==> config.mk <==
export PLATFORM = sky130hd
export DESIGN_NAME = decode_stage
export DESIGN_NICKNAME = d
export VERILOG_FILES = /design/src/rtl/decode_stage_pkg.sv /design/src/rtl/decode_stage_imm_extend.sv /design/src/rtl/decode_stage.sv
export SDC_FILE = /design/constraint.sdc
export NUM_CORES = 1
export LEC_CHECK = 0
export ABC_CLOCK_PERIOD_IN_PS = 5770
export BUFFER_PORTS_ARGS = -buffer_cell sky130_fd_sc_hd__buf_4
export CORE_AREA = 2 2 131 133
export DETAILED_ROUTE_END_ITERATION = 7
export DIE_AREA = 0 0 133 135
export HOLD_SLACK_MARGIN = 0.05
export PLACE_DENSITY = 0.68
export SLEW_MARGIN = 40
export SYNTH_ARGS = -nofsm -noshare
export SYNTH_HDL_FRONTEND = slang
export SYNTH_HIERARCHICAL = 1
export SYNTH_SLANG_ARGS = --single-unit
==> constraint.sdc <==
create_clock -name clk -period 5.77 [get_ports clk]
set_input_delay 1.154 -clock clk [delete_from_list [all_inputs] [get_ports clk]]
set_output_delay 1.154 -clock clk [all_outputs]
set_load 0.01 [all_outputs]
==> src/rtl/decode_stage_pkg.sv <==
// decode_stage_pkg: opcode constants and control encodings shared by the decode stage
package decode_stage_pkg;

    localparam logic [6:0] OP_LW    = 7'b0000011;
    localparam logic [6:0] OP_SW    = 7'b0100011;
    localparam logic [6:0] OP_RTYPE = 7'b0110011;
    localparam logic [6:0] OP_BEQ   = 7'b1100011;
    localparam logic [6:0] OP_IALU  = 7'b0010011;
    localparam logic [6:0] OP_JAL   = 7'b1101111;

    typedef enum logic [1:0] {IMM_I = 2'b00, IMM_S = 2'b01, IMM_B = 2'b10, IMM_J = 2'b11} immSrc_t;

    typedef enum logic [1:0] {RES_ALU = 2'b00, RES_MEM = 2'b01, RES_PC4 = 2'b10} resultSrc_t;

    typedef enum logic [1:0] {ALUOP_ADD = 2'b00, ALUOP_SUB = 2'b01, ALUOP_FUNCT = 2'b10, ALUOP_RSVD = 2'b11} aluOp_t;

    typedef enum logic [2:0] {
        ALU_ADD = 3'b000,
        ALU_SUB = 3'b001,
        ALU_AND = 3'b010,
        ALU_OR  = 3'b011,
        ALU_SLT = 3'b101
    } aluCtrl_t;

    typedef struct packed {
        logic       regWrite;
        immSrc_t    immSrc;
        logic       aluSrc;
        logic       memWrite;
        resultSrc_t resultSrc;
        logic       branch;
        aluOp_t     aluOp;
        logic       jump;
    } ctrl_t;

endpackage

==> src/rtl/decode_stage_imm_extend.sv <==
// imm_extend: sign-extends the I/S/B/J immediate selected by immSrc
import decode_stage_pkg::*;

module imm_extend (
    input  logic [31:7] instr,
    input  immSrc_t     immSrc,
    output logic [31:0] immExt
);

    // pick the immediate layout; every format sign-extends from instr[31]
    always_comb begin
        immExt = immSrc == IMM_I ? {{20{instr[31]}}, instr[31:20]} :
                 immSrc == IMM_S ? {{20{instr[31]}}, instr[31:25], instr[11:7]} :
                 immSrc == IMM_B ? {{20{instr[31]}}, instr[7], instr[30:25], instr[11:8], 1'b0} :
                                   {{12{instr[31]}}, instr[19:12], instr[20], instr[30:21], 1'b0};
    end

endmodule

==> src/rtl/decode_stage.sv <==
// decode_stage: main/ALU decoders, immediate extension and the ID/EX pipeline register
import decode_stage_pkg::*;

module decode_stage (
    input  logic        clk,
    input  logic        reset,
    input  logic [31:0] InstrD,
    input  logic [31:0] PCD,
    input  logic [31:0] PCPlus4D,
    input  logic [31:0] RD1D,
    input  logic [31:0] RD2D,
    output logic        RegWriteD,
    output logic        RegWriteE,
    output logic        MemWriteE,
    output logic        JumpE,
    output logic        BranchE,
    output logic        ALUSrcE,
    output logic [1:0]  ResultSrcE,
    output logic [2:0]  ALUControlE,
    output logic [4:0]  RdE,
    output logic [31:0] PCE,
    output logic [31:0] RD1E,
    output logic [31:0] RD2E,
    output logic [31:0] ImmExtE,
    output logic [31:0] PCPlus4E
);

    ctrl_t       ctrlD;
    aluCtrl_t    aluCtrlD;
    logic [31:0] immExtD;

    // main decoder; unknown or X opcodes fall to the all-zero default so they never write
    always_comb begin
        ctrlD = '0;
        case (InstrD[6:0])
            OP_LW:    ctrlD = '{1'b1, IMM_I, 1'b1, 1'b0, RES_MEM, 1'b0, ALUOP_ADD,   1'b0};
            OP_SW:    ctrlD = '{1'b0, IMM_S, 1'b1, 1'b1, RES_ALU, 1'b0, ALUOP_ADD,   1'b0};
            OP_RTYPE: ctrlD = '{1'b1, IMM_I, 1'b0, 1'b0, RES_ALU, 1'b0, ALUOP_FUNCT, 1'b0};
            OP_BEQ:   ctrlD = '{1'b0, IMM_B, 1'b0, 1'b0, RES_ALU, 1'b1, ALUOP_SUB,   1'b0};
            OP_IALU:  ctrlD = '{1'b1, IMM_I, 1'b1, 1'b0, RES_ALU, 1'b0, ALUOP_FUNCT, 1'b0};
            OP_JAL:   ctrlD = '{1'b1, IMM_J, 1'b0, 1'b0, RES_PC4, 1'b0, ALUOP_ADD,   1'b1};
            default:  ctrlD = '0;
        endcase
    end

    // ALU decoder; sub needs both the R-type opcode bit and funct7[5] so addi never subtracts
    always_comb begin
        aluCtrlD = ALU_ADD;
        if (ctrlD.aluOp == ALUOP_SUB)
            aluCtrlD = ALU_SUB;
        else if (ctrlD.aluOp == ALUOP_FUNCT)
            case (InstrD[14:12])
                3'b000:  aluCtrlD = (InstrD[5] && InstrD[30]) ? ALU_SUB : ALU_ADD;
                3'b010:  aluCtrlD = ALU_SLT;
                3'b110:  aluCtrlD = ALU_OR;
                3'b111:  aluCtrlD = ALU_AND;
                default: aluCtrlD = ALU_ADD;
            endcase
    end

    assign RegWriteD = ctrlD.regWrite;

    imm_extend uImmExtend (
        .instr  (InstrD[31:7]),
        .immSrc (ctrlD.immSrc),
        .immExt (immExtD)
    );

    // ID/EX register: loads every cycle, cleared asynchronously by reset
    always_ff @(posedge clk or posedge reset) begin
        if (reset) begin
            RegWriteE   <= 1'b0;
            MemWriteE   <= 1'b0;
            JumpE       <= 1'b0;
            BranchE     <= 1'b0;
            ALUSrcE     <= 1'b0;
            ResultSrcE  <= '0;
            ALUControlE <= '0;
            RdE         <= '0;
            PCE         <= '0;
            RD1E        <= '0;
            RD2E        <= '0;
            ImmExtE     <= '0;
            PCPlus4E    <= '0;
        end else begin
            RegWriteE   <= ctrlD.regWrite;
            MemWriteE   <= ctrlD.memWrite;
            JumpE       <= ctrlD.jump;
            BranchE     <= ctrlD.branch;
            ALUSrcE     <= ctrlD.aluSrc;
            ResultSrcE  <= ctrlD.resultSrc;
            ALUControlE <= aluCtrlD;
            RdE         <= InstrD[11:7];
            PCE         <= PCD;
            RD1E        <= RD1D;
            RD2E        <= RD2D;
            ImmExtE     <= immExtD;
            PCPlus4E    <= PCPlus4D;
        end
    end

endmodule

## Word level (Yosys, flattened, before mapping)

Cells that the tools add are included.

| operators by class | value |
|---|---|
| equal/unequal tests | 13 |
| muxes and demuxes | 8 |
| reduce and logical (&&, ||, !) cells | 3 |

Operators with widths:

| cell | count |
|---|---|
| $pmux W11 S6 | 1 |
| $mux W20 | 3 |
| $eq A7 B6 Y1 const B | 2 |
| $eq A7 B7 Y1 const B | 2 |
| $pmux W3 S4 | 1 |
| $eq A7 B2 Y1 const B | 1 |
| $eq A7 B5 Y1 const B | 1 |
| $eq A3 B3 Y1 const B | 2 |
| $mux W3 | 2 |
| $eq A2 B1 Y1 const B | 2 |
| $eq A2 B2 Y1 const B | 2 |
| $eq A3 B2 Y1 const B | 1 |
| $logic_not A3 Y1 | 1 |
| $logic_not A2 Y1 | 1 |
| $logic_and A1 B1 Y1 | 1 |
| $mux W1 | 1 |

| word-level totals | value |
|---|---|
| register bits | 164 |
| bits of input ports | 162 |
| output and inout port bits | 176 |
| word-level logic and storage cells | 37 |

## Logic depth before layout (Yosys ltp)

Gate-level depths: netlist (run 1).

| logic depth | value |
|---|---|
| word-level depth | 6 |
| gate-level depth with buffers | 6 |
| mapped depth without buffers | 5 |

## Hierarchy

Netlist (run 1), hierarchy kept.

By module, submodules not included:

| module | times used | cells an instance | area an instance (sq um) | seq. area each (sq um) |
|---|---|---|---|---|
| decode_stage | 1 | 203 | 4521.8 | 4354.2 |
| imm_extend | 1 | 39 | 322.8 | 0.0 |

## Worst setup path after synthesis (run 1)

OpenSTA, ideal clock, no wires.

| path | value |
|---|---|
| path type | input -> output |
| start point | in InstrD[6] |
| end point | out RegWriteD |
| data arrival time | 1.880 ns |
| data required time | 4.616 ns |
| setup slack | 2.736 ns |
| stages on the path | 3 |
| path buffers | 0 |
| cells stage by stage | nor3_1 > or2b_1 > a21oi_1 |

| on the way | value |
|---|---|
| cells in the longest elaborated chain, start to end | 2 |
| elaborated cells between the ends (all ways) | 7 |
| those cells by class | 6 x eq/ne; 1 x mux |

Ends and longest elaborated chain:

| item | RTL line | source |
|---|---|---|
| start: declaration | decode_stage.sv:7 | `input logic [31:0] InstrD,` |
| $eq A7 B7 Y1 (tied with other cells) | decode_stage.sv:35 | `case (InstrD[6:0])` |
| $pmux W11 S6 (*) | decode_stage.sv:35 |  |
| end: declaration | decode_stage.sv:12 | `output logic RegWriteD,` |

Every way passes the cells marked *; elsewhere a longest branch is shown, timed or not.

## Final worst setup path (run 1)

Same ends and word-level chain as after synthesis.

==> reports/metrics.cfg, run 1 <==
[placement]
hpwlAfterDp_um = 10300
io_buffers = 337
gp_congestion = 0.829
preCtsSetupSlack_ns = 2.39

[logic_synthesis]
synth_cells = 242
synth_fp_nets = 404
synth_area_mm2 = 0.00484
ys_seq_area_frac = 0.899
synth_cell_types = 25
ys_async_sr_fraction = 1.00
yosys_warnings = 6
syn_area_per_cell_um2 = 20.0
ys.flop_type = dfrtp_1
ys_seq_elements = 174
synth_edf_count = 0

[clock_network]
post_cts_resized = 0
h-tree-depth = 4
clkTransAtPathRegs_ns = 0.07
cts_hold_buf = 0
ctsLongestPathBuffers = 2
cts_root_buf = clkbuf_16
cts_tree = built
post-cts-setup-buffer-count = 0
cts_buffers = 17
numClockSinks = 174

[sta]
tightest_slew_ns = 0.631
grt_setup_unrepaired = no
setup_ws_ns = 2.39
setup_violations = 0
finalCritPeriodShare = 0.586
min_period_ns = 3.38
hold_viol = 0
slew_viol_final = 0
maxSlewHeadroom = 0.579
tns_ns = 0
clock.fmax_ghz = 0.296

[global_routing]
grt_use_total = 0.147
grt_max_degree = 175
grt_pass1_wl_um = 19800
overflow = 0
antenna_found_initial = 0
grt_pass1_vias = 3633

[floorplan]
io_pins = 338
rows = 47
die_y_um = 135
initial_utilization = 0.295
core_region_area_mm2 = 0.0164
die_area_mm2 = 0.0180
die_x_um = 133

[power_and_ir_drop]
fin_total_pwr_mw = 2.67
pwr_density_cell_mw_per_mm2 = 329
peakVddDrop_mv = 0.181
p_leak_nw = 4.09

[min_path]
hold_class = in2reg

[finish]
nets = 741
drive_gt1_frac = 0.636
final_cell_mix = buf_4 (337), dfrtp_1 (174), clkbuf_16 (17)
n_fill_cell = 1412
antennaDiodeCount = 0
syn2layout_area_growth_pct = 67.8
final_common_cell = buf_4

[critical_path]
start_kind = input port
crit_fanout = 7
arrival_ns = 2.23
endpoint_kind = primary output
critical_path_required_ns = 4.62
crit_type = in2out

[detailed_routing]
ant_nets = 0
drt_pass1_iterations = 4
wirelength_um = 13200
drtIter0Drc = 102
wl_per_cell_um = 16.3
vias = 3301
drc = 0
via_per_inst = 4.07

[outcome]
status = finished, final reports clean

[flow_run]
maxCapViolations = 0

cell usage after synthesis (2+ instances only):
cell | count | share of area
dfrtp_1 | 174 | 0.90
buf_4 | 20 | 0.031
a31o_1 | 8 | 0.014
a21oi_1 | 4 | 0.0041
mux2_1 | 4 | 0.0093
nand2_1 | 4 | 0.0031
nor2_1 | 4 | 0.0031
nor3_1 | 3 | 0.0031
inv_1 | 2 | 0.0016
mux2i_1 | 2 | 0.0041
nand4_1 | 2 | 0.0026
or3_1 | 2 | 0.0026
final cells by class:
type	count	area [µm²]	area share
well taps	220	275	0.0339
clock inverters	14	155	0.0191
inverters	2	11.3	0.00139
clock buffers	17	425	0.0523
flip-flops and latches	174	4350	0.536
multi-input cells	45	332	0.0408
repair buffers	339	2580	0.317
registers in the layout, indices dropped and copies added, names as in the netlist, 3 cells and up:
register     flops
ImmExtE         32
PCE             32
PCPlus4E        32
RD1E            32
RD2E            32
RdE              5
ALUControlE      3
report_power, final:
part	switching, mW	leakage (nW)	total (mW)	internal, mW
combinational	0.109	1.75	0.259	0.149
sequential	0.0177	2.05	1.30	1.28
clock	0.474	0.287	1.12	0.644
through the flow:
step                      utilization  hold WS [ns]  cell area, µm²  instances
after floorplan                     -          1.19            4850        242
after global routing            0.496         0.809            8130        811
after global placement          0.458          1.26            7520        779
after detailed placement        0.458          1.26            7520        779
after CTS                       0.494         0.814            8100        810
final                           0.496         0.833            8130        811
worst max-delay path, stage by stage:
cell and delay, ns:
buf_4 0.14, nor3_1 0.29, or2b_1 0.27, a21oi_1 0.21, buf_4 0.17
path summary, 6_finish.rpt:
| path | from | to | slack [ns] | cells past startpoint |
|---|---|---|---|---|
| max | InstrD[6] | RegWriteD | 2.39 | 5 |
| min | RD2D[22] | RD2E[22] | 0.83 | 1 |
| max in group asynchronous | reset | PCPlus4E[22] | 4.15 | 4 |
| min in group asynchronous | reset | RD1E[8] | 0.86 | 3 |
per-layer routing:
| layer | vias to the layer above | global-route usage | routed length, µm |
|---|---|---|---|
| li1 | 1445 | - | - |
| met1 | 1623 | 0.161 | 4600 |
| met2 | 201 | 0.249 | 6920 |
| met3 | 32 | 0.0582 | 1220 |
| met4 | 0 | 0.0783 | 465 |
| met5 | - | 0 | 0 |
cells by family after synthesis:
family	Yosys count	share of synthesized area
buffers and inverters	23	0.0336
muxes	6	0.0134
AOI/OAI and AO/OA	15	0.0251
and+or+nand+nor	23	0.0258
DFF	174	0.899
xor gates and xnor gates	1	0.00336
(Power assumes the default switching activity.)
==> run 2, diff against run 1 <==
--- a/config.mk
+++ b/config.mk
@@ -5,13 +5,13 @@
 export SDC_FILE = /design/constraint.sdc
 export NUM_CORES = 1
 export LEC_CHECK = 0
-export ABC_CLOCK_PERIOD_IN_PS = 5770
+export ABC_CLOCK_PERIOD_IN_PS = 3300
 export BUFFER_PORTS_ARGS = -buffer_cell sky130_fd_sc_hd__buf_4
 export CORE_AREA = 2 2 131 133
 export DETAILED_ROUTE_END_ITERATION = 7
 export DIE_AREA = 0 0 133 135
 export HOLD_SLACK_MARGIN = 0.05
-export PLACE_DENSITY = 0.68
+export PLACE_DENSITY = 0.65
 export SLEW_MARGIN = 40
 export SYNTH_ARGS = -nofsm -noshare
 export SYNTH_HDL_FRONTEND = slang
==> constraint.sdc (replaced) <==
create_clock -name clk -period 3.3 [get_ports clk]
set_input_delay 0.66 -clock clk [delete_from_list [all_inputs] [get_ports clk]]
set_output_delay 0.66 -clock clk [all_outputs]
set_load 0.01 [all_outputs]
==> run 2 against run 1 <==
- sequential power up 75%
- flip-flop and latch count unchanged
- routed wire length down 0.61%
- total power up 74%
- largest cell class unchanged
- critical path depth unchanged
==> reports/metrics.cfg, run 2 (synthesis gave the netlist of run 1 again) <==
[placement]
hpwlAfterDp_um = 10300  ; about the same
gp_congestion = 0.807  ; -2.6%
io_buffers = 337  ; unchanged

[clock_network]
cts_tree = built
cts_buffers = 17  ; unchanged
h-tree-depth = 4  ; unchanged
ctsLongestPathBuffers = 2  ; unchanged
numClockSinks = 174  ; unchanged
cts_root_buf = clkbuf_16
cts_hold_buf = 0  ; unchanged
post_cts_resized = 0  ; unchanged
post-cts-setup-buffer-count = 0  ; unchanged
clkTransAtPathRegs_ns = 0.06  ; about the same

[global_routing]
grt_pass1_wl_um = 19400  ; -1.7%
grt_max_degree = 57  ; -67%
grt_pass1_vias = 3453  ; -5.0%
grt_use_total = 0.146  ; -0.00165
overflow = 0  ; unchanged
antenna_found_initial = 0  ; unchanged

[floorplan]
initial_utilization = 0.295  ; unchanged
core_region_area_mm2 = 0.0164  ; unchanged
die_area_mm2 = 0.0180  ; unchanged
die_y_um = 135  ; unchanged
die_x_um = 133  ; unchanged
io_pins = 338  ; unchanged
rows = 47  ; unchanged

[finish]
final_common_cell = buf_4
nets = 745  ; +0.54%
drive_gt1_frac = 0.636  ; about the same
seq_area_mm2 = 0.00435  ; unchanged
multi_input_area_um2 = 328  ; -1.1%
fin_util = 0.498  ; +0.00236
final_cell_mix = buf_4 (340), dfrtp_1 (174), clkbuf_16 (17)
antennaDiodeCount = 0  ; unchanged
syn2layout_area_growth_pct = 68.6
n_fill_cell = 1426  ; +0.99%

[min_path]
hold_class = in2async

[sta]
maxSlewHeadroom = 0.645  ; +0.0658
setup_violations = 0  ; unchanged
hold_viol = 0  ; unchanged
tightest_slew_ns = 0.532  ; -0.0987 ns
min_period_ns = 2.48
grt_setup_unrepaired = no
slew_viol_final = 0  ; unchanged
clock.fmax_ghz = 0.403
finalCritPeriodShare = 0.752
tns_ns = 0  ; unchanged

[critical_path]
crit_slowest_cell = nor3_1
cp_top_family = simple AND/OR/NAND/NOR gates
cp_common_cell = buf_4
crit_type = in2out
worst_path_largest_cell_delay_ns = 0.30  ; about the same
arrival_ns = 1.82  ; -0.41 ns
crit_chain = buf_4 -> nor3_1 -> or2b_1 -> a21oi_1 -> buf_4
critical_path_required_ns = 2.64  ; -1.98 ns
start_kind = input port
endpoint_kind = primary output
crit_fanout = 7  ; unchanged
critPathBufInv = 2  ; unchanged

[detailed_routing]
wl_per_cell_um = 16.1  ; -1.2%
drc = 0  ; unchanged
ant_nets = 0  ; unchanged
wirelength_um = 13100  ; -0.61%
via_per_inst = 3.98  ; -2.1%
drt_pass1_iterations = 4  ; unchanged
vias = 3250  ; -1.5%
drtIter0Drc = 122  ; +20%

[power_and_ir_drop]
peakVddDrop_mv = 0.306  ; +69%
p_leak_nw = 4.10  ; +0.43%
pwr_density_cell_mw_per_mm2 = 571  ; +74%

[outcome]
status = finished, final reports clean

[flow_run]
maxCapViolations = 0  ; unchanged

## run 2: cell types whose count changed in the layout (fill, tap and decap cells not counted), sizes merged
| cell | previous run | this run |
|---|---|---|
| clkinv | 5 | 2 |
| buf | 339 | 343 |
| clkinvlp | 2 | 3 |
| clkbuf | 17 | 20 |
| bufinv | 2 | 1 |
| inv | 7 | 8 |
## run 2: report_power, final
part	switching, mW	internal [mW]	total, mW
logic	0.191	0.265	0.456
registers	0.0322	2.24	2.27
clock network	0.840	1.10	1.94
total	1.06	3.60	4.66
## run 2: worst paths after layout
path | startpoint | endpoint | depth (start not counted)
max in group asynchronous | reset | ImmExtE[18] | 4
min in group clk | PCPlus4D[7] | PCPlus4E[7] | 1
setup / recovery | InstrD[6] | RegWriteD | 5
hold / removal | reset | RD2E[19] | 2
## run 2: final cells by class
| type | instances | share of cell area |
|---|---|---|
| Tap cell | 220 | 0.0337 |
| Multi-Input combinational cell | 45 | 0.0401 |
| Sequential cell | 174 | 0.533 |
| Timing Repair Buffer | 343 | 0.321 |
| Inverter | 2 | 0.00138 |
| Clock inverter | 12 | 0.0152 |
| Clock buffer | 20 | 0.0559 |
## run 2: routing by layer
metal,part of all wire,up-vias,GRT usage
li1,-,1458,-
met1,0.37,1569,0.166
met2,0.52,198,0.242
met3,0.089,25,0.0571
met4,0.026,0,0.0699
met5,0,-,0
## run 2: stage by stage
stage | setup slack (ns) | power (mW) | cell area (µm²) | instances | hold slack, ns
4_1_cts | 0.806 | 4.75 | 8140 | 815 | 0.315
3_3_place_gp | 0.835 | 2.76 | 7560 | 783 | 0.769
3_5_place_dp | 0.812 | 2.77 | 7560 | 783 | 0.770
5_1_grt | 0.731 | 4.87 | 8170 | 816 | 0.263
6_report | 0.818 | 4.66 | 8170 | 816 | 0.256
2_1_floorplan | 0.415 | 2.43 | 4850 | 242 | 0.691
==> run 3, diff against run 2 <==
--- a/config.mk
+++ b/config.mk
@@ -5,13 +5,13 @@
 export SDC_FILE = /design/constraint.sdc
 export NUM_CORES = 1
 export LEC_CHECK = 0
-export ABC_CLOCK_PERIOD_IN_PS = 3300
+export ABC_CLOCK_PERIOD_IN_PS = 2200
 export BUFFER_PORTS_ARGS = -buffer_cell sky130_fd_sc_hd__buf_4
 export CORE_AREA = 2 2 131 133
 export DETAILED_ROUTE_END_ITERATION = 7
 export DIE_AREA = 0 0 133 135
 export HOLD_SLACK_MARGIN = 0.05
-export PLACE_DENSITY = 0.65
+export PLACE_DENSITY = 0.68
 export SLEW_MARGIN = 40
 export SYNTH_ARGS = -nofsm -noshare
 export SYNTH_HDL_FRONTEND = slang
==> constraint.sdc (replaced) <==
create_clock -name clk -period 2.2 [get_ports clk]
set_input_delay 0.44 -clock clk [delete_from_list [all_inputs] [get_ports clk]]
set_output_delay 0.44 -clock clk [all_outputs]
set_load 0.01 [all_outputs]
==> run 3 against run 2 <==
- utilization up 0.41 points
- cell area up 0.83%
- flip-flop and latch count unchanged
- critical path type unchanged
- clock-buffer cell count down 2
- largest power group unchanged
- critical endpoint unchanged
- clock power up 72%
- via count up 1.9%
==> reports/metrics.cfg, run 3 (synthesis gave the netlist of run 1 again) <==
[sta]
min_period_ns = 1.92
slew_viol_final = 0  ; unchanged
setup_violations = 0  ; unchanged
maxSlewHeadroom = 0.703  ; +0.0575
finalCritPeriodShare = 0.872
hold_slack_ns = 0.124  ; -0.132 ns
tightest_slew_ns = 0.446  ; -0.0863 ns
tns_ns = 0  ; unchanged
grt_setup_unrepaired = no
hold_viol = 0  ; unchanged
clock.fmax_ghz = 0.521

[detailed_routing]
vias = 3311  ; +1.9%
wl_per_cell_um = 16.5  ; +2.6%
drtIter0Drc = 134  ; +9.8%
drc = 0  ; unchanged
wirelength_um = 13500  ; +2.5%
via_per_inst = 4.06  ; +2.0%
drt_pass1_iterations = 4  ; unchanged
ant_nets = 0  ; unchanged

[global_routing]
top_usage_layer = met2
grt_pass1_vias = 3595  ; +4.1%
use_met1 = 0.165  ; -0.00123
grt_use_total = 0.149  ; +0.00290
grt_use_met2 = 0.254  ; +0.0124
antenna_found_initial = 0  ; unchanged
grt_max_degree = 85  ; +49%
overflow = 0  ; unchanged
grt_pass1_wl_um = 19900  ; +2.3%
met3_usage = 0.0563  ; -0.000751

[placement]
dpl-instance-area_mm2 = 0.00756  ; unchanged
hpwlAfterDp_um = 10600  ; +3.1%
dp_cells = 783  ; unchanged
io_buffers = 337  ; unchanged
gp_congestion = 0.841  ; +4.2%

[floorplan]
rows = 47  ; unchanged
io_pins = 338  ; unchanged
core_region_area_mm2 = 0.0164  ; unchanged
die_area_mm2 = 0.0180  ; unchanged
initial_utilization = 0.295  ; unchanged
die_y_um = 135  ; unchanged
die_x_um = 133  ; unchanged

[clock_network]
cts_root_buf = clkbuf_16
h-tree-depth = 4  ; unchanged
clkTransAtPathRegs_ns = 0.07  ; about the same
post-cts-setup-buffer-count = 0  ; unchanged
cts_tree = built
ctsLongestPathBuffers = 2  ; unchanged
numClockSinks = 174  ; unchanged
cts_hold_buf = 1  ; +1
post_cts_resized = 0  ; unchanged
cts_buffers = 17  ; unchanged

[finish]
syn2layout_area_growth_pct = 70.0
seq_area_mm2 = 0.00435  ; unchanged
drive_gt1_frac = 0.635  ; about the same
multi_input_area_um2 = 328  ; unchanged
antennaDiodeCount = 0  ; unchanged
n_fill_cell = 1413  ; -0.91%
fin_cells = 815  ; -0.12%
final_common_cell = buf_4
fin_util = 0.502  ; +0.00412
fin_area_mm2 = 0.00824  ; +0.83%
final_cell_mix = buf_4 (340), dfrtp_1 (174), clkbuf_16 (17)
nets = 745  ; unchanged

[critical_path]
critical_path.endpoint = RegWriteD
cp.depth = 5  ; unchanged
crit_slowest_cell = nor3_1
cp_top_family = simple AND/OR/NAND/NOR gates
endpoint_kind = primary output
crit_chain = buf_4 -> nor3_1 -> or2b_1 -> a21oi_1 -> buf_4
crit_type = in2out
critPathBufInv = 2  ; unchanged
critical_path_required_ns = 1.76  ; -0.88 ns
start_kind = input port
startpoint = InstrD[6]
cp_common_cell = buf_4
worst_path_largest_cell_delay_ns = 0.31  ; about the same
crit_fanout = 7  ; unchanged
arrival_ns = 1.48  ; -0.34 ns

[power_and_ir_drop]
p_leak_nw = 4.14  ; +0.88%
pwr_density_cell_mw_per_mm2 = 901  ; +58%
peakVddDrop_mv = 0.450  ; +47%

[min_path]
hold_class = in2reg

[outcome]
status = finished, final reports clean

[flow_run]
maxCapViolations = 0  ; unchanged

==> run 3: how the worst min path moves through the flow <==
stage	from	to	slack (ns)	depth (start not counted)
floorplan	PCD[0]	PCE[0]	0.47	0
global placement	reset	PCE[20]	0.42	2
detailed placement	reset	RD2E[7]	0.43	2
CTS	RD2D[23]	RD2E[23]	0.1	1
global route	PCD[16]	PCE[16]	0.09	1
finish	RD1D[20]	RD1E[20]	0.12	1
==> run 3: through the flow <==
stage / total power [mW] / setup WS, ns
final: 7.43 / 0.282
after global routing: 7.72 / 0.246
after CTS: 7.53 / 0.299
after detailed placement: 4.15 / 0.251
after global placement: 4.14 / 0.345
after floorplan: 3.64 / -0.465
==> run 3: area by class of cell <==
type                       count  area share
timing repair buffer         343       0.316
tap                          220      0.0334
sequential                   174       0.529
multi-input combinational     45      0.0398
inverter                       2     0.00137
clock buffer                  18      0.0533
clock inverter                13      0.0275
==> run 3: per-layer routing <==
layer	vias to the layer above	wire, µm
met3	25	1260
met5	-	0
met4	0	393
li1	1452	-
met1	1629	4750
met2	205	7050
==> run 3: power by group <==
part,internal [mW],switching [mW],total [mW]
Sequential,3.35,0.0479,3.40
Combinational,0.393,0.286,0.679
Clock,2.07,1.27,3.34
